**config.mk**
```make
export PLATFORM = sky130hd
export DESIGN_NAME = yapay_zeka_kuyruk
export DESIGN_NICKNAME = d
export VERILOG_FILES = /design/src/rtl/yapay_zeka_kuyruk.sv
export SDC_FILE = /design/constraint.sdc
export NUM_CORES = 1
export LEC_CHECK = 0
export CAP_MARGIN = 20
export CORE_MARGIN = 1.5
export CORE_UTILIZATION = 30
export CTS_CLUSTER_SIZE = 28
export DETAILED_ROUTE_END_ITERATION = 7
export DONT_BUFFER_PORTS = 1
export GPL_TIMING_DRIVEN = 0
export PLACE_DENSITY = 0.44
export SLEW_MARGIN = 20
export SYNTH_ARGS = -nofsm -noshare
export SYNTH_HDL_FRONTEND = slang
export SYNTH_SLANG_ARGS = --single-unit
```
**constraint.sdc**
```tcl
create_clock -name clk_i -period 8.64 [get_ports clk_i]
set_input_delay 1.296 -clock clk_i [delete_from_list [all_inputs] [get_ports clk_i]]
set_output_delay 1.296 -clock clk_i [all_outputs]
set_load 0.1 [all_outputs]
```
**src/rtl/yapay_zeka_kuyruk.sv**
```systemverilog
// ============================================================================
// Module      : yapay_zeka_kuyruk
// Description : Dual-push, single-pop first-word-fall-through FIFO. It feeds
//               the yapay zeka unit in the X-instruction execute stage.
//               Each cycle a producer can push zero, one or two words and the
//               consumer can pop one word. The head word is always visible.
//               A push is all-or-nothing. A pop on an empty FIFO is ignored.
// Revision    : 1.0 - initial release
// ----------------------------------------------------------------------------
// Parameters  : VERI_W   - data word width in bits
//               DERINLIK - number of entries (power of two, >= 4)
// Ports       : clk_i         - clock, rising edge
//               rst_ni        - synchronous active-low reset
//               temizle_i     - synchronous flush
//               yaz1_en_i     - push yaz1_deger_i
//               yaz1_deger_i  - first push word
//               yaz2_en_i     - also push yaz2_deger_i (only with yaz1_en_i)
//               yaz2_deger_i  - second push word
//               yaz_hazir_o   - at least two free entries
//               oku_en_i      - pop the head word
//               oku_deger_o   - head word (valid when oku_gecerli_o)
//               oku_gecerli_o - FIFO non-empty
//               doluluk_o     - occupancy 0..DERINLIK
//               dolu_o        - FIFO full
//               tasma_o       - sticky overflow flag
//               alt_tasma_o   - sticky underflow flag
// Build macro : YZ_KUYRUK_HATA_BAYRAK_EN - builds the sticky error flags.
//               Without it, tasma_o and alt_tasma_o are tied to 0.
// ============================================================================
`default_nettype none

module yapay_zeka_kuyruk #(
  parameter int VERI_W   = 32,
  parameter int DERINLIK = 16
) (
  input  logic                        clk_i,
  input  logic                        rst_ni,
  input  logic                        temizle_i,
  input  logic                        yaz1_en_i,
  input  logic [VERI_W-1:0]           yaz1_deger_i,
  input  logic                        yaz2_en_i,
  input  logic [VERI_W-1:0]           yaz2_deger_i,
  output logic                        yaz_hazir_o,
  input  logic                        oku_en_i,
  output logic [VERI_W-1:0]           oku_deger_o,
  output logic                        oku_gecerli_o,
  output logic [$clog2(DERINLIK):0]   doluluk_o,
  output logic                        dolu_o,
  output logic                        tasma_o,
  output logic                        alt_tasma_o
);

  localparam int AW = $clog2(DERINLIK);
  localparam logic [AW:0] DERINLIK_V = (AW+1)'(DERINLIK);

  logic [VERI_W-1:0] mem [DERINLIK];
  logic [AW-1:0]     yp;
  logic [AW-1:0]     op;
  logic [AW:0]       sayi;

  logic [1:0]        n_req;
  logic [1:0]        n_acc;
  logic              pop;
  logic [AW:0]       free_cnt;
  logic              push_ok;
  logic [AW-1:0]     yp_plus1;

  // yaz2_en_i on its own is not a request.
  assign n_req    = yaz1_en_i ? (yaz2_en_i ? 2'd2 : 2'd1) : 2'd0;
  assign pop      = oku_en_i & (sayi != '0);
  // A same-cycle pop frees its slot for the push in that cycle.
  assign free_cnt = DERINLIK_V - sayi + {{AW{1'b0}}, pop};
  assign push_ok  = ({{(AW-1){1'b0}}, n_req} <= free_cnt);
  assign n_acc    = push_ok ? n_req : 2'd0;
  assign yp_plus1 = yp + AW'(1);

  // Storage has no reset. A reset or flush only clears the pointers.
  always_ff @(posedge clk_i) begin
    if (rst_ni && !temizle_i) begin
      if (n_acc != 2'd0) mem[yp]       <= yaz1_deger_i;
      if (n_acc == 2'd2) mem[yp_plus1] <= yaz2_deger_i;
    end
  end

  always_ff @(posedge clk_i) begin
    if (!rst_ni || temizle_i) begin
      yp   <= '0;
      op   <= '0;
      sayi <= '0;
    end else begin
      yp   <= yp + AW'(n_acc);
      op   <= op + AW'(pop);
      sayi <= sayi + (AW+1)'(n_acc) - (AW+1)'(pop);
    end
  end

`ifdef YZ_KUYRUK_HATA_BAYRAK_EN
  logic tasma_q;
  logic alt_tasma_q;
  logic overflow;
  logic underflow;

  assign overflow  = (n_req != 2'd0) & ~push_ok;
  assign underflow = oku_en_i & (sayi == '0);

  always_ff @(posedge clk_i) begin
    if (!rst_ni || temizle_i) begin
      tasma_q     <= 1'b0;
      alt_tasma_q <= 1'b0;
    end else begin
      if (overflow)  tasma_q     <= 1'b1;
      if (underflow) alt_tasma_q <= 1'b1;
    end
  end

  assign tasma_o     = tasma_q;
  assign alt_tasma_o = alt_tasma_q;
`else
  assign tasma_o     = 1'b0;
  assign alt_tasma_o = 1'b0;
`endif

  assign oku_deger_o   = mem[op];
  assign oku_gecerli_o = (sayi != '0);
  assign doluluk_o     = sayi;
  assign dolu_o        = (sayi == DERINLIK_V);
  assign yaz_hazir_o   = ((DERINLIK_V - sayi) >= (AW+1)'(2));

endmodule

`default_nettype wire

```
After elaboration in Yosys (flattened, before gate mapping)
Memory sizes are Yosys's and may differ from the RTL's. A register that Yosys moved wholly into a read port is not among the register bits.
Index checks and enable logic that the tools add are counted.
{ "op_classes": {"bitwise": 1, "n_reduce_logical": 6, "add_sub_neg": 7, "div_mod_pow": 0, "eq_ne": 2, "n_mux": 10, "n_mul": 0, "n_shift": 0, "magnitude_cmp": 2} }
{ "op_table": {"columns": ["operator", "count"], "rows": [
  ["2-to-1 mux 1 bit", 6],
  ["2-to-1 mux 2 bit", 3],
  ["adder 5 x 1 -> 5 bit", 1],
  ["adder 5 x 2 -> 5 bit", 1],
  ["equality test 5 bit (second input constant)", 1],
  [">= comparator 5 x 2 -> 1 bit (second input constant)", 1],
  ["<= comparator 2 x 5 -> 1 bit", 1],
  ["nonzero test 5 bit", 1],
  ["subtractor 5 x 1 -> 5 bit", 1],
  ["subtractor 5 bit (first input constant)", 1],
  ["adder 4 x 1 -> 4 bit", 1],
  ["adder 4 x 1 -> 4 bit (second input constant)", 1],
  ["adder 4 x 2 -> 4 bit", 1],
  ["2-to-1 mux 4 bit", 1],
  ["equality test 2 bit (second input constant)", 1],
  ["zero test 1 bit", 2],
  ["nonzero test 2 bit", 1],
  ["AND 1 bit", 1],
  ["logical AND 1 bit", 1],
  ["logical OR 1 bit", 1]
]} }
{ "totals": {"reg_bits": 13, "wordCells": 32, "in_bits": 70, "memories": 1, "rom_bits": 0, "mem_bits_rw": 512, "latch_bits": 0, "out_inout_bits": 42} }
{ "mem_list": {"columns": ["name", "depth", "width", "read_ports", "rd_clocked_by_memory_dff", "write_ports", "line_no", "source"], "rows": [
  ["mem", 16, 32, 1, 1, 2, "56", "logic [VERI_W-1:0] mem [DERINLIK];"]
]} }

Logic depth before layout (Yosys ltp)
Gate-level depths: netlist of the first run.
{ "logic_depth": {"depth_word": 9, "depth_mapped": 23, "depth_no_buf": 23} }

Worst setup path after synthesis of the first run
Ideal clock, no wire load.
{ "synth_path": {"path_kind": "register to register", "startpoint": "reg sayi[3], in the netlist doluluk_o[3]", "endpoint": "mem mem[12][0], enable pin", "path_stages_with_launch": 15, "required_time_ns": 8.129, "period_less_slack_ns": 7.167, "path_buffers": 0, "slack_ns": 1.473, "setup_ns": 0.511, "arrival_time_ns": 6.657, "path_cell_list": "dfxtp_1 inv_1 ha_1 and2_1 ha_1 nor2b_1 ha_1 ha_1 inv_1 ha_1 nor2b_1 a2bb2oi_1 o21ai_1 nand2_1 o41ai_1"} }
{ "synth_lines": {"columns": ["element", "line_no", "source"], "rows": [
  ["start: declaration", "59", "logic [AW:0] sayi;"],
  ["start signal: assignment", "93", "sayi <= sayi + (AW+1)'(n_acc) - (AW+1)'(pop);"],
  ["end: declaration", "56", null]
]} }

==> impl_summary.md, run 1 <==
Hold path
The worst hold path begins at yp[0]. The worst min-delay path endpoint is yp[0]. The number of instances on the worst hold path is 2.

The worst min-delay path class is flop to flop.

Yosys
In the synthesized netlist the dominant register cell turns out to be edfxtp_1. The cell taking the most area after synthesis is edfxtp_1. For this run, asynchronously set or reset flops after synthesis account for 0. The cell count after synthesis came out at 1,515. After synthesis, the largest family of logic cells by area is multiplexers.

The share of synthesized area spent on multiplexers is 0.3521. Summing every instance area after synthesis gives 26,930 sq um. The synthesized-area fraction occupied by xor and xnor cells is 0.003206. For this run, the number of Yosys warnings is 0. The share of synthesized area in the top cell type comes to 0.5709. After synthesis, the mean cell area works out to 17.78 sq um. Of the synthesized area, sequential elements account for 0.5806. The area fraction in compound gates after synthesis came to 0.005343. Of the total synthesized cell area, the portion taken by full adders, half adders and majority gates is 0.01031.

The number of enable-type register cells in the synthesized netlist is 512. The register bit count reported by yosys is 525. By area the synthesized netlist is led by edfxtp_1 57%, mux4_2 13%, mux2_2 13%.

The count of unique library cells instantiated by Yosys is 45. Of the total synthesized cell area, the portion taken by AND, OR, NAND and NOR gates is 0.01691.

Route
The remaining number of nets flagged by the antenna check after routing is 0. The number of DRC violations after detailed routing is 5. The routed layout has 14.83k vias. The count of TritonRoute iterations in the first routing pass is 7. The ratio of routed vias to standard cells is 5.193.

The average detailed-routed wire length per instance is 31.16 um. The first-iteration detailed-routing DRC count is 1,255. For this block, the routed nets add up to 88.96 mm of wire.

Clock tree
The TritonCTS clock tree is yes. The clock tree synthesis step divided the H-tree into 3 levels. Post-CTS repair changed the size of 0 cells. The buffer levels on the longest clock path is 3. The number of buffers added by the clock tree synthesis step is 66. The quantity of hold-fixing buffers added after cts is 0. The clock input transition at the sequential cells of the worst setup and hold paths is 0.06 ns. CTS placed an instance of clkbuf_16 at the clock tree root. The number of clock sinks seen by CTS is 525. The insertion delay of the later-clocked pin in the worst-skew pair is 0.60 ns. The post-CTS setup buffer count is 0.

Timing
For this run, the top clock speed supported by timing is 0.1654 GHz. The number of max-slew violations in the final report is 0. The portion of the clock cycle consumed by the worst path in the final layout is 0.6997.

In this run the tightest slew margin relative to its limit is 0.2074. The clock arrives with 0.01555 ns of skew. The worst path needs 6.045 ns of the cycle, external delays included. The final number of hold-violating endpoints is 0. The pin slew with the least headroom to its limit is 1.189 ns.

Summed over all failing endpoints, the final setup total negative slack is 0 ns. The worst-case setup margin in the final layout is 2.595 ns. Across all hold checks on the routed design, the worst slack comes to 0.6495 ns. Setup repair after global routing left no endpoint under its margin. Setup violations remaining at the end of the flow were counted as 0.

Floorplan
The die is 302.6 um wide. The floorplan step defined a die boundary enclosing 91,580 sq um. For this design the top-level I/O count stands at 112. The placeable core region is 88,650 sq um. The height of the die is 302.6 um. The starting density of the core is 0.3038. After floorplanning, the core was divided into 109 placement rows.

Worst setup path
The signal on the critical path passes through inv_1 -> ha_1 -> and2_1 -> ha_1 -> nor2b_1 -> ha_1 -> ha_1 -> inv_1 -> ha_1 -> nor2b_1 -> a2bb2oi_1 -> o22ai_2 -> nor2_2 -> buf_6 -> nor3_2 -> buf_2 -> o21bai_4 -> buf_16 -> buf_12. The required time of the critical path is 8.93 ns. The setup slack on the worst flop-to-flop path is 2.59 ns. The largest stage delay on the critical path is 0.99 ns. The sum of buffers and inverters on the critical path is 6. The startpoint identified for the worst register-to-register timing path is doluluk_o[3].

The type of the worst setup path is flop to flop. STA classifies the critical path startpoint as a flop. The cell repeated most along the worst path is ha_1. The kind of cell with the highest combined delay on the critical path is buffers and inverters. In this run the worst path has a maximum fanout of 14. The worst-case reg-to-reg path depth is 19. At the worst endpoint, the arrival time is 6.34 ns.

STA classifies the critical path endpoint as a flop. The terminus of the critical flop-to-flop path is mem[8][14]. The slowest cell on the critical path is dfxtp_1.

The logic depth of the worst setup path including buffers is 19.

Layout
The final-layout fill cell count is 8,290. The diode insertion count for antenna repair is 0. The final standard cell count with taps included and fillers excluded is 2,855. The multi-input logic area is 10,570 sq um.

The share of post-route cells with drive strength above 1 is 0.4432. The final layout contains 1,732 nets. The sequential cells in the finished layout cover a total of 15,640 sq um. The synthesis-to-finish area growth is 17.12%.

Pwr
For this design the static power due to leakage is 10.09 nW. The power per cell area is 220.8 nW/um^2. The worst-case IR drop observed on VDD is 0.0002688 V.

GRT
Summed over all layers, the global routing overflow is 0. The largest net degree at the start of global routing is 16. The initial antenna violation count was 0.

The number of global-route vias before repair is 15.84k. The first-pass GRT wire length is 124.1 mm. In the global route stage, overall resource usage came out at 0.1959.

Placement
The number of buffers inserted by port buffering is 0. Detailed placement ended at an HPWL of 59.67 mm. The setup slack at placement is 2.466 ns.

The final weighted congestion in routability-driven placement is 0.7602. After detailed placement, the design holds a cell count of 2,737.

Run status
The run finished, with violations left. The checks that failed: DRC.

Flow run
Across the run, the number of max-cap violations was 0.
worst min-delay path, cell delays in order, from the launching register on:
cell and delay, ns:
dfxtp_1 0.38, ha_1 0.14, and2_1 0.10
where the power goes:
| part | internal, W | switching (W) |
|---|---|---|
| combinational | 0.000485 | 0.000842 |
| sequential | 0.00285 | 0.0000946 |
| clock | 0.00157 | 0.00113 |
per-stage QoR:
step             util  area [sq um]  total power (W)
6_report       0.3558         31540         0.006963
5_1_grt        0.3558         31540         0.007215
4_1_cts        0.3557         31530         0.007059
3_5_place_dp   0.3324         29460         0.004345
3_3_place_gp   0.3203         28390         0.004277
2_1_floorplan       -         26930         0.003997
synthesized netlist by cell type (4+ instances only):
cell        n
xnor2_1     5
nor2b_1     4
and2_1      7
mux2_1    170
nand3_1     5
mux2_2    312
nand2b_1    4
mux2_4     30
or4_1       6
inv_1      18
edfxtp_1  512
ha_1       19
buf_1      15
clkbuf_1   95
dfxtp_1    13
mux4_2    160
buf_2      41
buf_6      13
nand2_1     9
a21oi_1     7
nor3_2      4
or3_1       7
nor2_1     22
how the worst max path moves through the flow:
stage	startpoint	to
finish	doluluk_o[3]	mem[8][14]
global route	doluluk_o[1]	mem[8][14]
CTS	doluluk_o[1]	mem[8][2]
detailed placement	doluluk_o[1]	mem[8][15]
global placement	doluluk_o[0]	mem[12][16]
floorplan	doluluk_o[3]	mem[12][0]
layout make-up:
type                    count  share of cell area
clock inverters            42             0.01138
multi-input cells         807              0.3352
repair buffers             57             0.02979
clock buffers              75             0.05411
well taps                1165             0.04621
flip-flops and latches    525              0.4958
plain buffers             166             0.02539
inverters                  18            0.002142
placed cells by master (no fill, tap or decap), types with 7 or more instances in the layout:
cell         n
clkbuf_1   100
nor2_4      12
mux2_1     170
clkinv_1    20
mux2_2     312
clkinv_2    11
nor2_1      10
edfxtp_1   512
a21oi_1      7
buf_16      20
mux2_4      30
buf_12       9
mux4_2     160
dfxtp_1     11
inv_1       18
buf_2       65
and2_1       7
buf_4       13
clkbuf_16   67
ha_1        19
or3_1        7
buf_6       18
nand2_1      9
metal layers:
| metal | wire length (um) | up-vias | GRT usage |
|---|---|---|---|
| li1 | - | 6386 | - |
| met1 | 38140 | 7935 | 0.2586 |
| met2 | 42680 | 395 | 0.3217 |
| met3 | 6411 | 111 | 0.05170 |
| met4 | 1721 | 0 | 0.04549 |
| met5 | 0 | - | 0 |
logic make-up after synthesis:
family | after synthesis
DFF | 525
adders and majority gates | 21
and+or+nand+nor | 81
AOI/OAI and AO/OA | 22
buffers and inverters | 184
xor gates and xnor gates | 9
other | 1
muxes | 672
registers in the layout, summed over array words and instances, names as in the netlist:
| signal | flops |
|---|---|
| yp | 4 |
| mem | 512 |
| doluluk_o | 5 |
| op | 4 |
No activity file was read; power rests on OpenSTA's default activity.
==> inputs of run 2 (changes only) <==
--- a/config.mk
+++ b/config.mk
@@ -12,7 +12,7 @@
 export DETAILED_ROUTE_END_ITERATION = 7
 export DONT_BUFFER_PORTS = 1
 export GPL_TIMING_DRIVEN = 0
-export PLACE_DENSITY = 0.44
+export PLACE_DENSITY = 0.45
 export SLEW_MARGIN = 20
 export SYNTH_ARGS = -nofsm -noshare
 export SYNTH_HDL_FRONTEND = slang
==> constraint.sdc (replaced) <==
create_clock -name clk_i -period 5 [get_ports clk_i]
set_input_delay 0.75 -clock clk_i [delete_from_list [all_inputs] [get_ports clk_i]]
set_output_delay 0.75 -clock clk_i [all_outputs]
set_load 0.1 [all_outputs]
==> impl_summary.md, run 2 (synthesis results as in run 1) <==
Placement
The cell area reported after detailed placement is 29,410 sq um (was 29,460 sq um). The final weighted congestion in routability-driven placement is 0.7669 (was 0.7602). The number of buffers inserted by port buffering is 0 (unchanged). The estimated wirelength of the detail-placed design came to 58.83 mm (was 59.67 mm).

Route
The via count of the routed design is 14.79k (was 14.83k). The average detailed-routed wire length per instance is 31.11 um (was 31.16 um). The number of DRC violations after detailed routing is 4 (was 5). The first-iteration detailed-routing DRC count is 1,272 (was 1,255).

The ratio of routed vias to standard cells was 5.208 (was 5.193). The final wirelength is 88.34 mm (was 88.96 mm). The count of TritonRoute iterations in the first routing pass was 8 (was 7). The remaining number of nets flagged by the antenna check after routing was 0 (unchanged).

Worst setup path
The nature of the critical path startpoint is a flop (unchanged). The endpoint arrival time on the critical path is 5.10 ns (was 6.34 ns). The top fanout value on the critical path is 10 (was 14).

The type of the worst setup path is flop to flop (unchanged). The type of element capturing the critical path is a flop (unchanged). The launching point of the worst reg2reg path was doluluk_o[1] (was doluluk_o[3]). The critical path launch point is doluluk_o[1] (was doluluk_o[3]).

The required time of the critical path is 5.32 ns (was 8.93 ns).

Timing
The relative max-transition margin came to 0.2289 (was 0.2074). The portion of the clock cycle consumed by the worst path in the final layout came to 0.9545 (was 0.6997). The clock period minus worst slack was 4.773 ns (was 6.045 ns). The final number of hold-violating endpoints is 0 (unchanged). The number of failing setup endpoints in the final timing report is 0 (unchanged). The worst clock skew was 0.01307 ns (was 0.01555 ns).

The number of max-slew violations in the final report is 0 (unchanged). The pin slew with the least headroom to its limit is 1.157 ns (was 1.189 ns). The maximum clock rate is 0.2095 GHz (was 0.1654 GHz). Setup repair after global routing missed its margin: no (unchanged).

The worst hold slack is 0.3275 ns (was 0.6495 ns).

Layout
The final-layout fill cell count was 8,369 (was 8,290). Commonest cells after routing, fill and taps aside: 512 x edfxtp_1, 312 x mux2_2, 170 x mux2_1 (unchanged). The number of nets in the layout was 1,716 (was 1,732). The synthesis-to-finish area growth is 16.47% (was 17.12%).

The share of post-route cells with drive strength above 1 is 0.4424 (was 0.4432). The multi-input logic area was 10,630 sq um (was 10,570 sq um). The most flop-heavy register was mem (unchanged). The sequential cell area is 15,650 sq um (was 15,640 sq um). The flip-flop count of the largest register after layout was 512 (unchanged).

The diode insertion count for antenna repair is 0 (unchanged). The final design area excluding fillers was 31,370 sq um (was 31,540 sq um). The most common cell after layout, fill and taps aside is edfxtp_1 (unchanged).

Clock tree
The buffer levels on the longest clock path is 3 (unchanged). The count of H-tree levels built during CTS came to 2 (was 3). The number of buffers added by the clock tree synthesis step is 61 (was 66). The number of clock sinks seen by CTS is 525 (unchanged).

The quantity of hold-fixing buffers added after cts is 0 (unchanged). The insertion delay of the later-clocked pin in the worst-skew pair was 0.63 ns (was 0.60 ns). The clock input transition at the sequential cells of the worst setup and hold paths came to 0.06 ns (about the same). The root buffer cell is clkbuf_16 (unchanged).

The TritonCTS clock tree is yes (unchanged).

GRT
The met2 track demand over resource in global routing is 0.3191 (was 0.3217). The most congested layer reported by global routing was met2 (unchanged). The largest net degree at the start of global routing is 17 (was 16). The number of global-route vias before repair is 15.61k (was 15.84k).

The first-pass GRT wire length came to 123.6 mm (was 124.1 mm). The global routing usage summed across all routing layers is 0.1942 (was 0.1959). The met1 routing resource usage after global routing is 0.2631 (was 0.2586). The total congestion overflow came to 0 (unchanged). The initial antenna violation count is 0 (unchanged).

The fraction of met3 tracks used by global routing is 0.03960 (was 0.05170).

Pwr
The worst IR drop on VDD is 0.0003238 V (was 0.0002688 V). The power per cell area was 374.7 nW/um^2 (was 220.8 nW/um^2). The leakage power total came to 9.963 nW (was 10.09 nW).

Floorplan
The number of top-level pins is 112 (unchanged). The height of the die is 302.6 um (unchanged). The die span in x was 302.6 um (unchanged).

The total number of placement rows is 109 (unchanged). The starting density of the core is 0.3038 (unchanged). The placeable core region came to 88,650 sq um (unchanged). The overall die area is 91,580 sq um (unchanged).

Run status
Violated checks: DRC (unchanged). Outcome: finished with violations (unchanged).

Hold path
The source of the worst hold timing path is yaz2_deger_i[30] (was yp[0]). The worst min-delay path class is input pin to flop (was flop to flop).

Flow run
The max-capacitance violation count is 0 (unchanged).
==> run 2: changes by cell type in the layout (fill, tap and decap cells not counted), sizes merged <==
cell    change
bufinv      -1
buf        -11
clkinv      -3
==> run 2: final cells by class <==
| cell class | instances | share of cell area |
|---|---|---|
| Clock inverter | 38 | 0.009335 |
| Sequential cell | 525 | 0.4990 |
| Inverter | 18 | 0.002154 |
| Buffer | 166 | 0.02561 |
| Tap cell | 1165 | 0.04647 |
| Timing Repair Buffer | 46 | 0.02828 |
| Multi-Input combinational cell | 807 | 0.3388 |
| Clock buffer | 75 | 0.05034 |
==> run 2: repair_timing <==
| item | CTS | global route |
|---|---|---|
| cloned | 0 | 0 |
| endpoints found under the setup margin | 1032 | 147 |
| pin swaps | 2 | 3 |
| resized for setup | 12 | 6 |
| setup buffers | 5 | 1 |
==> run 2: final timing paths <==
kind	endpoint	slack [ns]	cells past startpoint
setup / recovery	mem[12][7]	0.23	21
hold / removal	mem[13][30]	0.33	1
setup reg to reg	mem[12][7]	0.23	21
hold reg to reg	yp[0]	0.65	2
==> run 2: power by group <==
group          internal [W]  leakage [nW]  switching [W]
Combinational      0.000860          4.32        0.00149
Sequential          0.00492          4.72       0.000167
Clock               0.00244         0.927        0.00187
Total               0.00822          9.96        0.00353
==> run 2: worst max-delay path, cell delays in order, from the launching register on <==
cell and delay (ns):
dfxtp_4 0.56, inv_1 0.12, ha_2 0.22, and2_1 0.19, ha_2 0.22, nor2b_4 0.15, ha_1 0.19, ha_1 0.24
inv_1 0.06, ha_1 0.24, nor2b_1 0.14, a2bb2oi_1 0.15, o22ai_2 0.28, nor2_2 0.10, buf_6 0.16, or3_1 0.35
buf_2 0.20, buf_6 0.20, o41ai_4 0.13, buf_6 0.21, buf_4 0.12, buf_4 0.19
==> run 2: per-layer routing <==
| metal | routed length [um] | share of wire |
|---|---|---|
| met1 | 38650 | 0.44 |
| met2 | 42400 | 0.48 |
| met3 | 5424 | 0.061 |
| met4 | 1866 | 0.021 |
| met5 | 0 | 0 |
==> run 2: metrics by stage <==
step	setup TNS [ns]	total power (W)	cells	utilization	worst slack [ns]
2_1_floorplan	-57.92	0.006913	1516	-	-0.1884
4_1_cts	0	0.01189	2840	0.3536	0.02163
5_1_grt	0	0.01219	2840	0.3538	0.01445
6_report	0	0.01175	2840	0.3538	0.2273
3_5_place_dp	-704.40	0.007530	2722	0.3318	-1.411
3_3_place_gp	-1866.92	0.007405	2681	0.3208	-3.810
